`src/rtl/decode_queue.sv`:
```
// RV32I + Zicsr instruction decoder feeding a DEPTH-entry FIFO of control bundles,
// with flush and sticky capture of the first illegal word. DECODE_MEXT_EN enables M-extension MUL decode.
module decode_queue #(
  parameter int DEPTH = 4,
  parameter int CNT_W = $clog2(DEPTH + 1)
) (
  input  logic             clk,
  input  logic             rst_n,
  input  logic             flush,
  input  logic             in_valid,
  output logic             in_ready,
  input  logic [31:0]      in_instr,
  input  logic [31:0]      in_pc,
  output logic             out_valid,
  input  logic             out_ready,
  output logic [31:0]      out_pc,
  output logic [31:0]      out_instr,
  output logic [19:0]      out_ctrl,
  output logic             out_illegal,
  output logic [CNT_W-1:0] occupancy,
  input  logic             clr_illegal,
  output logic             illegal_seen,
  output logic [31:0]      illegal_instr,
  output logic [31:0]      illegal_pc
);

  localparam int PTR_W = $clog2(DEPTH);
  localparam logic [CNT_W-1:0] DEPTH_C = CNT_W'(DEPTH);

  typedef enum logic [1:0] {CFLOW_PCPLUS4, CFLOW_BRANCH, CFLOW_JAL, CFLOW_JALR} cflow_mode_t;
  typedef enum logic [1:0] {SYSOP_NORMAL, SYSOP_ECALL, SYSOP_EBREAK, SYSOP_MRET} sysop_mode_t;
  typedef enum logic [2:0] {IMM_I, IMM_S, IMM_B, IMM_U, IMM_J, IMM_Z} immsrc_t;
  typedef enum logic [1:0] {SRCA_REG, SRCA_PC, SRCA_ZERO} alusrca_t;
  typedef enum logic       {SRCB_REG, SRCB_IMM} alusrcb_t;
  typedef enum logic [1:0] {ALUOP_ADD, ALUOP_ARITH, ALUOP_BRANCH, ALUOP_MUL} aluop_t;
  typedef enum logic [1:0] {MEM_DISABLED, MEM_READ, MEM_WRITE} memaccess_t;
  typedef enum logic [1:0] {RESULT_ALU, RESULT_MEM, RESULT_PCPLUS4, RESULT_CSR} resultsrc_t;

  // Field order is the out_ctrl bit layout, MSB first.
  typedef struct packed {
    cflow_mode_t cflow;
    sysop_mode_t sysop;
    logic        fencei;
    immsrc_t     immsrc;
    alusrca_t    alusrca;
    alusrcb_t    alusrcb;
    aluop_t      aluop;
    memaccess_t  memaccess;
    resultsrc_t  resultsrc;
    logic        regwrite;
    logic        is_rtype;
    logic        is_alt;
  } ctrl_t;

  logic [6:0]  opcode;
  logic [2:0]  funct3;
  logic [6:0]  funct7;
  logic [11:0] sys_imm;
  ctrl_t       dec;
  logic        dec_illegal;

  assign opcode  = in_instr[6:0];
  assign funct3  = in_instr[14:12];
  assign funct7  = in_instr[31:25];
  assign sys_imm = in_instr[31:20];

  // Illegal words keep their decoded datapath fields but lose every architectural side effect.
  always_comb begin
    dec = '0;
    dec_illegal = 1'b0;
    case (opcode)
      7'b0110011: begin
        dec.is_rtype = 1'b1;
        dec.regwrite = 1'b1;
        dec.aluop    = ALUOP_ARITH;
        case (funct7)
          7'b0000000: ;
          7'b0100000: begin
            dec.is_alt = 1'b1;
            if (funct3 != 3'b000 && funct3 != 3'b101) dec_illegal = 1'b1;
          end
          7'b0000001: begin
`ifdef DECODE_MEXT_EN
            dec.aluop = ALUOP_MUL;
`else
            dec_illegal = 1'b1;
`endif
          end
          default: dec_illegal = 1'b1;
        endcase
      end
      7'b0010011: begin
        dec.regwrite = 1'b1;
        dec.aluop    = ALUOP_ARITH;
        dec.alusrcb  = SRCB_IMM;
        if (funct3 == 3'b001 && funct7 != 7'b0000000) dec_illegal = 1'b1;
        if (funct3 == 3'b101) begin
          if (funct7 == 7'b0100000) dec.is_alt = 1'b1;
          else if (funct7 != 7'b0000000) dec_illegal = 1'b1;
        end
      end
      7'b0000011: begin
        dec.regwrite  = 1'b1;
        dec.alusrcb   = SRCB_IMM;
        dec.memaccess = MEM_READ;
        dec.resultsrc = RESULT_MEM;
        if (funct3 == 3'b011 || funct3 == 3'b110 || funct3 == 3'b111) dec_illegal = 1'b1;
      end
      7'b0100011: begin
        dec.immsrc    = IMM_S;
        dec.alusrcb   = SRCB_IMM;
        dec.memaccess = MEM_WRITE;
        if (funct3 >= 3'b011) dec_illegal = 1'b1;
      end
      7'b1100011: begin
        dec.cflow  = CFLOW_BRANCH;
        dec.immsrc = IMM_B;
        dec.aluop  = ALUOP_BRANCH;
        if (funct3 == 3'b010 || funct3 == 3'b011) dec_illegal = 1'b1;
      end
      7'b0110111, 7'b0010111: begin
        dec.regwrite = 1'b1;
        dec.immsrc   = IMM_U;
        dec.alusrcb  = SRCB_IMM;
        dec.alusrca  = opcode[5] ? SRCA_ZERO : SRCA_PC;
      end
      7'b1101111: begin
        dec.regwrite  = 1'b1;
        dec.cflow     = CFLOW_JAL;
        dec.immsrc    = IMM_J;
        dec.resultsrc = RESULT_PCPLUS4;
      end
      7'b1100111: begin
        dec.regwrite  = 1'b1;
        dec.cflow     = CFLOW_JALR;
        dec.alusrcb   = SRCB_IMM;
        dec.resultsrc = RESULT_PCPLUS4;
        if (funct3 != 3'b000) dec_illegal = 1'b1;
      end
      7'b0001111: dec.fencei = (funct3 == 3'b001);
      7'b1110011: begin
        case (funct3)
          3'b000: begin
            case (sys_imm)
              12'h000: dec.sysop = SYSOP_ECALL;
              12'h001: dec.sysop = SYSOP_EBREAK;
              12'h302: dec.sysop = SYSOP_MRET;
              12'h105: ;
              default: dec_illegal = 1'b1;
            endcase
          end
          3'b100: dec_illegal = 1'b1;
          default: begin
            dec.immsrc    = IMM_Z;
            dec.resultsrc = RESULT_CSR;
            dec.regwrite  = 1'b1;
          end
        endcase
      end
      default: dec_illegal = 1'b1;
    endcase
    if (in_instr[1:0] != 2'b11) dec_illegal = 1'b1;
    if (dec_illegal) begin
      dec.regwrite  = 1'b0;
      dec.memaccess = MEM_DISABLED;
      dec.cflow     = CFLOW_PCPLUS4;
      dec.sysop     = SYSOP_NORMAL;
      dec.fencei    = 1'b0;
    end
  end

  logic [PTR_W-1:0] rd_ptr, wr_ptr;
  logic [31:0]      mem_pc    [DEPTH];
  logic [31:0]      mem_instr [DEPTH];
  ctrl_t            mem_ctrl  [DEPTH];
  logic             mem_ill   [DEPTH];
  logic             push, pop;

  assign in_ready  = (occupancy < DEPTH_C);
  assign out_valid = (occupancy != '0);
  assign push      = in_valid && in_ready;
  assign pop       = out_valid && out_ready;

  // Head outputs read zero whenever the queue is empty, so reset and flush blank them at once.
  assign out_pc      = out_valid ? mem_pc[rd_ptr]    : '0;
  assign out_instr   = out_valid ? mem_instr[rd_ptr] : '0;
  assign out_ctrl    = out_valid ? mem_ctrl[rd_ptr]  : '0;
  assign out_illegal = out_valid ? mem_ill[rd_ptr]   : 1'b0;

  always_ff @(posedge clk) begin
    if (push && !flush) begin
      mem_pc[wr_ptr]    <= in_pc;
      mem_instr[wr_ptr] <= in_instr;
      mem_ctrl[wr_ptr]  <= dec;
      mem_ill[wr_ptr]   <= dec_illegal;
    end
  end

  always_ff @(posedge clk or negedge rst_n) begin
    if (!rst_n) begin
      occupancy <= '0;
      rd_ptr    <= '0;
      wr_ptr    <= '0;
    end else if (flush) begin
      occupancy <= '0;
      rd_ptr    <= '0;
      wr_ptr    <= '0;
    end else begin
      if (push) wr_ptr <= wr_ptr + PTR_W'(1);
      if (pop)  rd_ptr <= rd_ptr + PTR_W'(1);
      case ({push, pop})
        2'b10:   occupancy <= occupancy + CNT_W'(1);
        2'b01:   occupancy <= occupancy - CNT_W'(1);
        default: occupancy <= occupancy;
      endcase
    end
  end

  // A clear in the same cycle as an illegal push yields to the new capture.
  always_ff @(posedge clk or negedge rst_n) begin
    if (!rst_n) begin
      illegal_seen  <= 1'b0;
      illegal_instr <= '0;
      illegal_pc    <= '0;
    end else if (push && !flush && dec_illegal && (!illegal_seen || clr_illegal)) begin
      illegal_seen  <= 1'b1;
      illegal_instr <= in_instr;
      illegal_pc    <= in_pc;
    end else if (clr_illegal) begin
      illegal_seen  <= 1'b0;
    end
  end

endmodule

```
`config.mk`:
```
export PLATFORM = sky130hd
export DESIGN_NAME = decode_queue
export DESIGN_NICKNAME = d
export VERILOG_FILES = /design/src/rtl/decode_queue.sv
export SDC_FILE = /design/constraint.sdc
export NUM_CORES = 1
export LEC_CHECK = 0
export BUFFER_PORTS_ARGS = -buffer_cell sky130_fd_sc_hd__buf_4
export CELL_PAD_IN_SITES_DETAIL_PLACEMENT = 0
export CELL_PAD_IN_SITES_GLOBAL_PLACEMENT = 1
export CORE_ASPECT_RATIO = 0.7
export CORE_UTILIZATION = 25
export DETAILED_ROUTE_END_ITERATION = 6
export MAX_ROUTING_LAYER = met4
export PLACE_DENSITY = 0.55
export SYNTH_ARGS = -nofsm -noshare
export SYNTH_HDL_FRONTEND = slang
export SYNTH_SLANG_ARGS = --single-unit
```
`constraint.sdc`:
```
create_clock -name clk -period 4.44 [get_ports clk]
set_clock_uncertainty 0.05 [all_clocks]
set_input_delay 0.444 -clock clk [delete_from_list [all_inputs] [get_ports clk]]
set_output_delay 0.444 -clock clk [all_outputs]
set_load 0.01 [all_outputs]
```
Word level (Yosys, flattened, before mapping)
Memories as Yosys holds them, arrays and structs flattened. Index checks and enable logic that the tools add are counted.

Word-level logic and storage cells: 123. Bits in writable memories: 340. Memories: 4. Bits of input ports: 70. Bits in registers: 72. Output and inout bits: 155.

$lt $le $gt $ge: 2. $add $sub $neg: 4. Reduce and logical (&&, ||, !) cells: 31. Equal/unequal tests: 26. Muxes and demuxes: 50.

Memory list: mem_instr (depth 4, width 32, rd ports 1, clocked after Yosys merged registers in 0, wr ports 1, line 174) `logic [31:0] mem_instr [DEPTH];`; mem_pc (depth 4, width 32, rd ports 1, clocked after Yosys merged registers in 0, wr ports 1, line 173) `logic [31:0] mem_pc [DEPTH];`; mem_ctrl (depth 4, width 20, rd ports 1, clocked after Yosys merged registers in 0, wr ports 1, line 175) `ctrl_t mem_ctrl [DEPTH];`; mem_ill (depth 4, width 1, rd ports 1, clocked after Yosys merged registers in 0, wr ports 1, line 176) `logic mem_ill [DEPTH];`.

Operators by type and width (number): $mux W32 (2); $eq A7 B6 Y1 const B (4); $eq A7 B7 Y1 const B (4); $mux W1 (22); $mux W20 (1); $mux W2 (9); $pmux W2 S3 (3); $pmux W3 S5 (1); $eq A7 B5 Y1 const B (2); $eq A12 B1 Y1 const B (1); $eq A12 B10 Y1 const B (1); $eq A12 B9 Y1 const B (1); $eq A3 B3 Y1 const B (4); $logic_not A12 Y1 (1); $mux W3 (3); $reduce_bool A3 Y1 (3); $pmux W1 S2 (4); $pmux W1 S8 (1); $pmux W2 S2 (2); $reduce_or A2 Y1 (4); $reduce_or A4 Y1 (2); $eq A7 B2 Y1 const B (1); $eq A7 B4 Y1 const B (1); $logic_and A1 B1 Y1 (7); other kinds (21) (29).

Depth between registers and ports, before layout
Gate-level depths: netlist (run 1).

Word-level depth: 11. Mapped depth: 8. Gate-level depth less buffers: 7.

Least setup slack after synthesis (run 1)
Ideal clock, no wire load.

Kind: flip-flop to flip-flop. From: register occupancy[2]. To: memory mem_ctrl[0][0] (netlist name) (enable). Buffers on the path: 1. Stages on the path, launching flop included: 5. Path slack: 0.770 ns. Period minus slack after synthesis: 3.670 ns. Arrival time: 3.167 ns. Data required time: 3.937 ns. Library setup time: 0.453 ns. Cell sequence: dfrtp_1 -> nor2b_1 -> clkbuf_1 -> nor2b_1 -> and2_1.

Longest elaborated chain between the ends: 5.

Ends and longest elaborated chain: from (decl) (line 20) `output logic [CNT_W-1:0] occupancy,`; from (signal assigned) (line 212) `2'b10: occupancy <= occupancy + CNT_W'(1);`; from (signal assigned) (line 213) `2'b01: occupancy <= occupancy - CNT_W'(1);`; from (signal assigned) (line 214) `default: occupancy <= occupancy;`; $lt A3 B3 Y1 (line 179) `assign in_ready = (occupancy < DEPTH_C);`; $logic_and A1 B1 Y1 (line 181) `assign push = in_valid && in_ready;`; $logic_and A1 B1 Y1 (line 191) `if (push && !flush) begin`; $mux W1 (line 191); $mux W1 (not written as such) (line 194) `mem_ctrl[wr_ptr] <= dec;`; to (decl) (line 175).

Every way passes these cells.

Final worst setup path (run 1)
From: input in_instr[25]. To: register illegal_pc[8].

Longest elaborated chain between the ends: 10. Elaborated cells on any way between the ends: 20. Classes of those cells: eq/ne (4); mux (9); reduce/logical (7).

Ends and longest elaborated chain: from (decl) (line 12) `input logic [31:0] in_instr,`; branches (longest 6 deep; another with $eq A12 B10 Y1); $pmux W1 S8 (*) (line 71) `case (opcode)`; $mux W1 (*) (line 162) `if (in_instr[1:0] != 2'b11) dec_illegal = 1'b1;`; $logic_and A1 B1 Y1 (*) (2 in a row) (line 225) `end else if (push && !flush && dec_illegal && (!illegal_seen || clr_illegal)) begin`; to (signal assigned) (line 228) `illegal_pc <= in_pc;`; to (decl) (line 24) `output logic [31:0] illegal_pc`.

Every way passes the cells marked *. A chain may end at the register's enable or synchronous reset.

==> reports/metrics.yaml, run 1 <==
cts_tree: "done"
synth-edff-count: 340
synth_xor_area_frac: 0.00432
grt_pass1_vias: 9075
gp_congestion: 0.701
portBuffers: 224
dp.cells: 1845
finalWorstSetupSlack_ns: 0.731
ys_top_cells_by_area: "edfxtp_1 (63%), mux4_2 (12%), dfrtp_1 (11%), mux2_2 (4.1%), and2_1 (3.4%)"
cts.path.max_buffers: 3
antenna_found_initial: 4
nNetsFinal: 1177
synth_compound_area_frac: 0.0113
crit_chain: "dlygate4sd3_1, buf_4, or3_1, nor4_1, a2111oi_0, or4b_4, o221ai_4, buf_4, mux2_2"
area_delta_synth_final_pct: 27.8
hold-path-endpoint: "mem_pc[1][25]"
crit_family: "simple AND/OR/NAND/NOR gates"
r2r-end: "mem_instr[1][2]"
synth_area_leader_cell: "edfxtp_1"
routed_wl_mm: 40.0
antenna_left: 0
stdcell_count: 1971
ys_warn_count: 0
fmax_mhz: 270
drt_pass1_iterations: 4
cts_setup_buffers: 0
cts.sink_count: 412
routed_via_density: 4.32
syn_area_sq_um: 16200
start_kind: "input pin"
synthesis.nets: 897
num_vias: 8516
worstReg2RegStart: "occupancy[2]"
synth_adder_area_share: 0.00432
period_needed_ns: 3.71
path_class: "input pin to flip-flop"
initial_core_util: 0.255
crit_required_ns: 4.85
postSynthAreaPerCell_sq_um: 19.7
yosysSeqAreaShare: 0.741
die_w_microns: 306
rsz0062_at_grt: "no"
hp-start: "in_pc[25]"
syn_inst: 822
cp-startpoint: "in_instr[25]"
synthSimpleGateAreaFrac: 0.0608
cp.arrival_ns: 4.11
setup_tns_ns: 0
yosysUniqueCellTypes: 43
endpoint_kind: "flip-flop"
outcome: "complete, no violations"
die_area_sq_um: 65900
drc: 0
postLayoutCoreUtil: 0.326
ir_drop_mv: 0.627
finalSetupViolCount: 0
cpPeakStageDelay_ns: 0.61
core_area_sq_um: 63600
crit_slowest_cell: "or4b_4"
fp.dieH_microns: 215
std_cell_rows: 77
r2r_cells: 5
cts_root_buf: "clkbuf_16"
cts.repair.resized: 0
drt_iter0_drc: 519
grt_usage: 0.126
synth_top_area_share: 0.630
htreeDepth: 2
synth_ff_type: "edfxtp_1"
cp_common_cell: "buf_4"
cts_made_buffers: 44
leakagePower_nw: 7.19
relSlewSlack: 0.328
clk_pin_slew_ns: 0.06
wire_per_inst_microns: 20.3
finalHoldViolations: 0
insertion_delay_ns: 0.54
seqCellArea_sq_um: 12000
final_min_period_over_clock_period: 0.835
synthMuxAreaShare: 0.163
power_density_nw_per_um2: 583
drive_gt1_frac: 0.405
path_max_fanout: 41
grt-ovfl-total: 0
ioPinCount: 225
tightest_slew_ns: 0.982
critPathBufInv: 3
drv_slew: 0
maxCapViolCount: 0
synth_top_family_by_area: "multiplexers"
grt_max_degree: 53
async_reset_ff_frac: 0.175
ys_ff_latch: 412
grt_pass1_wl_mm: 59.5
hold_depth: 1
reg2reg_slack_ns: 1.71
pre_cts_ws_ns: 0.675
dp.final_hpwl_mm: 24.5
fillers: 6211
multi_input_area_sq_um: 3970
worstHoldPathType: "input pin to flip-flop"
## worst max path at each step
stage          cells after the start  slack (ns)               end
2_1_floorplan                      4        0.77    mem_ctrl[0][0]
3_3_place_gp                       8        0.72  illegal_instr[9]
3_5_place_dp                       8        0.68    illegal_pc[15]
4_1_cts                            9        0.74  illegal_instr[6]
5_1_grt                            9        0.62     illegal_pc[2]
6_report                           9        0.73     illegal_pc[8]
## logic make-up after synthesis
logic type / Yosys count
AND/OR/NAND/NOR: 169
buffers and inverters: 52
multiplexers: 150
AO/OA/AOI/OAI: 26
XOR/XNOR: 8
adder cells (fa/ha/maj): 5
flip-flops: 412
## cell usage after synthesis (5+ instances only)
cell type and count:
edfxtp_1 340, and2_1 89, mux4_2 85, dfrtp_1 72, mux2_2 59, clkbuf_1 32
nor2_1 22, a21oi_1 11, nand2_1 10, nor3_1 9, buf_1 7, buf_6 6
nand3_1 6, nor2b_1 6, nor4_1 6, or3_1 6, inv_1 5, mux2_1 5
xnor2_1 5
## flip-flops by register name, summed over array words and instances, names as in the netlist
signal / count
mem_ctrl: 80
illegal_seen: 1
wr_ptr: 2
illegal_instr: 32
mem_ill: 4
mem_pc: 128
occupancy: 3
illegal_pc: 32
rd_ptr: 2
mem_instr: 128
## area by class of cell
| class | count | area share |
|---|---|---|
| diodes | 4 | 0.000483 |
| well taps | 829 | 0.0501 |
| inverters | 5 | 0.000906 |
| multi-input cells | 358 | 0.192 |
| clock buffers | 66 | 0.0611 |
| flip-flops and latches | 412 | 0.580 |
| clock inverters | 16 | 0.00737 |
| repair buffers | 281 | 0.108 |
## metrics by stage
step | total power [mW] | cell area [sq um] | hold slack, ns
3_3_place_gp | 8.67 | 18900 | 0.428
2_1_floorplan | 6.80 | 16200 | 0.0984
5_1_grt | 12.8 | 20700 | 0.0137
6_report | 12.1 | 20700 | 0.0518
4_1_cts | 12.4 | 20700 | 0.00211
3_5_place_dp | 8.69 | 18900 | 0.439
## metal layers
| metal | GRT usage | routed length (microns) |
|---|---|---|
| met1 | 0.167 | 18200 |
| met2 | 0.187 | 18200 |
| met3 | 0.0379 | 2910 |
| met4 | 0.0315 | 688 |
| met5 | - | 0 |
## worst reg2reg max path: cells and delay by family, from the launching register on
kind,cells,cell delay (ns)
buffers and inverters,2,0.60
DFF,1,0.43
and+or+nand+nor,3,1.34
## cells in the final DEF, fill, tap and decap left out, drive strengths merged, types with 5 or more instances in the layout
| cell | netlist | final |
|---|---|---|
| edfxtp | 340 | 340 |
| buf | 15 | 241 |
| and2 | 89 | 89 |
| mux4 | 85 | 85 |
| dfrtp | 72 | 72 |
| clkbuf | 32 | 66 |
| mux2 | 64 | 64 |
| dlygate4sd3 | 0 | 40 |
| nor2 | 22 | 22 |
| clkinv | 0 | 12 |
| a21oi | 11 | 11 |
| nand2 | 10 | 10 |
| nor3 | 9 | 9 |
| inv | 5 | 8 |
| nor2b | 6 | 6 |
| nand3 | 6 | 6 |
| nor4 | 6 | 6 |
| or3 | 6 | 6 |
| xnor2 | 5 | 5 |
## power breakdown
| part | internal, mW | switching [mW] |
|---|---|---|
| logic | 1.87 | 1.74 |
| clock network | 2.05 | 1.54 |
| registers | 4.62 | 0.274 |
## timing repair
action	in CTS	in global routing
endpoints found under the hold margin	186	0
hold buffers	40	0
setup endpoints to repair	0	0
(Power assumes the default switching activity.)
==> inputs of run 2 (changes only) <==
--- a/config.mk
+++ b/config.mk
@@ -12,7 +12,7 @@
 export CORE_UTILIZATION = 25
 export DETAILED_ROUTE_END_ITERATION = 6
 export MAX_ROUTING_LAYER = met4
-export PLACE_DENSITY = 0.55
+export PLACE_DENSITY = 0.57
 export SYNTH_ARGS = -nofsm -noshare
 export SYNTH_HDL_FRONTEND = slang
 export SYNTH_SLANG_ARGS = --single-unit
==> constraint.sdc (replaced) <==
create_clock -name clk -period 3.38 [get_ports clk]
set_clock_uncertainty 0.05 [all_clocks]
set_input_delay 0.338 -clock clk [delete_from_list [all_inputs] [get_ports clk]]
set_output_delay 0.338 -clock clk [all_outputs]
set_load 0.01 [all_outputs]
==> reports/metrics.yaml, run 2 (synthesis gave the netlist of run 1 again) <==
routed_via_density: 4.35  # was 4.32
crit_family: "simple AND/OR/NAND/NOR gates"  # unchanged
core_area_sq_um: 63600  # unchanged
r2r-end: "mem_pc[2][6]"  # was mem_instr[1][2]
worstReg2RegStart: "occupancy[2]"  # unchanged
worstHoldPathType: "input pin to flip-flop"  # unchanged
multi_input_area_sq_um: 3980  # was 3970 sq um
finalHoldViolations: 0  # unchanged
setup_tns_ns: 0  # unchanged
path_max_fanout: 14  # was 41
cts.sink_count: 412  # unchanged
seqCellArea_sq_um: 12000  # unchanged
cts_root_buf: "clkbuf_16"  # unchanged
critPathBufInv: 4  # was 3
grt_max_degree: 51  # was 53
hold_depth: 1  # unchanged
leakagePower_nw: 7.40  # was 7.19 nW
die_area_sq_um: 65900  # unchanged
r2r_cells: 6  # was 5
crit_chain: "dlygate4sd3_1, buf_4, or3_1, nor4_2, buf_4, a2111oi_0, or4b_4, o221ai_4, buf_4, mux2_2"  # was dlygate4sd3_1, buf_4, or3_1, nor4_1, a2111oi_0, or4b_4, o221ai_4, buf_4, mux2_2
drv_slew: 0  # unchanged
cts.path.max_buffers: 3  # unchanged
stdcell_count: 1999  # was 1971
totalPowerFinal_mw: 16.3  # was 12.1 mW
cp.arrival_ns: 3.56  # was 4.11 ns
path_class: "input pin to flip-flop"  # unchanged
dp.cells: 1856  # was 1845
htreeDepth: 2  # unchanged
cp_num_cells: 10  # was 9
hp-start: "in_instr[6]"  # was in_pc[25]
wire_per_inst_microns: 20.1  # was 20.3 microns
cp_common_cell: "buf_4"  # unchanged
cpPeakStageDelay_ns: 0.59  # was 0.61 ns
crit_slowest_cell: "or4b_4"  # unchanged
maxCapViolCount: 0  # unchanged
insertion_delay_ns: 0.55  # was 0.54 ns
grt_pass1_wl_mm: 60.2  # was 59.5 mm
comb_power_share: 0.300  # was 0.299
cts_setup_buffers: 0  # unchanged
reg_top3: "mem_instr (128), mem_pc (128), mem_ctrl (80)"  # unchanged
finalWorstSetupSlack_ns: 0.202  # was 0.731 ns
period_needed_ns: 3.18
placed_area_sq_um: 19100  # was 18900 sq um
internal_power_mw: 11.7  # was 8.54 mW
antenna_found_initial: 4  # unchanged
area_delta_synth_final_pct: 31.0  # was 27.8%
std_cell_rows: 77  # unchanged
holdWs_ns: 0.0639  # was 0.0518 ns
layout_commonest_cell: "edfxtp_1"  # unchanged
drt_iter0_drc: 459  # was 519
gp_congestion: 0.737  # was 0.701
relSlewSlack: 0.264  # was 0.328
finalSetupViolCount: 0  # unchanged
fp.dieH_microns: 215  # unchanged
mostFrequentLayoutCells: "edfxtp_1 (340), buf_4 (238), mux4_2 (85), and2_1 (85), dfrtp_1 (70)"  # unchanged
hold-path-endpoint: "mem_instr[1][6]"  # was mem_pc[1][25]
initial_core_util: 0.255  # unchanged
nNetsFinal: 1209  # was 1177
ioPinCount: 225  # unchanged
swShare: 0.285  # was 0.294
grt_pass1_vias: 9250  # was 9075
antenna_left: 0  # unchanged
pre_cts_ws_ns: 0.0356  # was 0.675 ns
final_min_period_over_clock_period: 0.940
ir_drop_mv: 0.485  # was 0.627 mV
power_density_nw_per_um2: 767  # was 583 nW/um^2
drc: 0  # unchanged
drive_gt1_frac: 0.407  # was 0.405
rsz0062_at_grt: "no"  # unchanged
seq_power_share: 0.393  # was 0.405
fillers: 6150  # was 6211
portBuffers: 224  # unchanged
routed_wl_mm: 40.2  # was 40.0 mm
fmax_mhz: 315
crit_required_ns: 3.76  # was 4.85 ns
drt_pass1_iterations: 4  # unchanged
p_clk_frac: 0.308  # was 0.297
cts_tree: "done"  # unchanged
tightest_slew_ns: 1.09  # was 0.982 ns
p_switching_mw: 4.64  # was 3.55 mW
grt_usage: 0.126  # about the same
fin_area_sq_um: 21200  # was 20700 sq um
dp.final_hpwl_mm: 25.4  # was 24.5 mm
reg2reg_slack_ns: 1.16  # was 1.71 ns
start_kind: "input pin"  # unchanged
endpoint_kind: "flip-flop"  # unchanged
clk_pin_slew_ns: 0.06  # about the same
outcome: "complete, no violations"  # unchanged
grt-ovfl-total: 0  # unchanged
num_vias: 8700  # was 8516
postLayoutCoreUtil: 0.334  # was 0.326
cts_made_buffers: 44  # unchanged
die_w_microns: 306  # unchanged
## run 2: cell count changes in the layout (fill, tap and decap cells not counted), sizes merged
cell	previous run	this run
buf	241	252
bufinv	1	6
clkbuf	66	63
clkinv	12	8
clkinvlp	0	2
diode	4	2
dlygate4sd3	40	61
inv	8	6
## run 2: area by class of cell
cell class,instances,share of cell area
Antenna cell,2,0.000236
Clock buffer,63,0.0586
Clock inverter,17,0.0121
Inverter,5,0.000884
Multi-Input combinational cell,358,0.187
Sequential cell,412,0.566
Tap cell,829,0.0488
Timing Repair Buffer,313,0.126
## run 2: how the worst max path moves through the flow
| stage | end | from | slack [ns] |
|---|---|---|---|
| CTS | illegal_pc[4] | in_instr[25] | 0.06 |
| detailed placement | illegal_pc[2] | in_instr[25] | 0.04 |
| global placement | illegal_pc[14] | in_instr[25] | 0.06 |
| floorplan | mem_ctrl[0][0] | occupancy[2] | 0.63 |
| global route | illegal_pc[4] | in_instr[25] | 0.04 |
| finish | illegal_pc[4] | in_instr[25] | 0.20 |
## run 2: power groups by stage
| stage | Clock (mW) | Combinational, mW | Sequential [mW] |
|---|---|---|---|
| final | 5.01 | 4.89 | 6.40 |
| after CTS | 5.20 | 5.05 | 6.40 |
| after global placement | 0 | 4.97 | 6.49 |
| after floorplan | 0 | 2.42 | 6.51 |
| after detailed placement | 0 | 4.98 | 6.51 |
| after global routing | 5.37 | 5.29 | 6.47 |
## run 2: timing repair
action	in CTS	in global routing
hold endpoints to repair	336	0
resized for setup	0	1
endpoints found under the setup margin	0	67
hold buffers	61	0
## run 2: routing by layer
layer / vias to the layer above / track usage / share of wire
li1: 3859 / - / -
met1: 4554 / 0.173 / 0.47
met2: 230 / 0.187 / 0.45
met3: 57 / 0.0324 / 0.065
met4: 0 / 0.0290 / 0.017
met5: - / - / 0
## run 2: worst register-to-register path, cell delays in order, from the launching register on
cell,delay [ns]
dfrtp_1,0.46
nor2b_1,0.14
buf_4,0.17
nor2b_1,0.14
buf_4,0.17
and2_4,0.43
buf_12,0.33
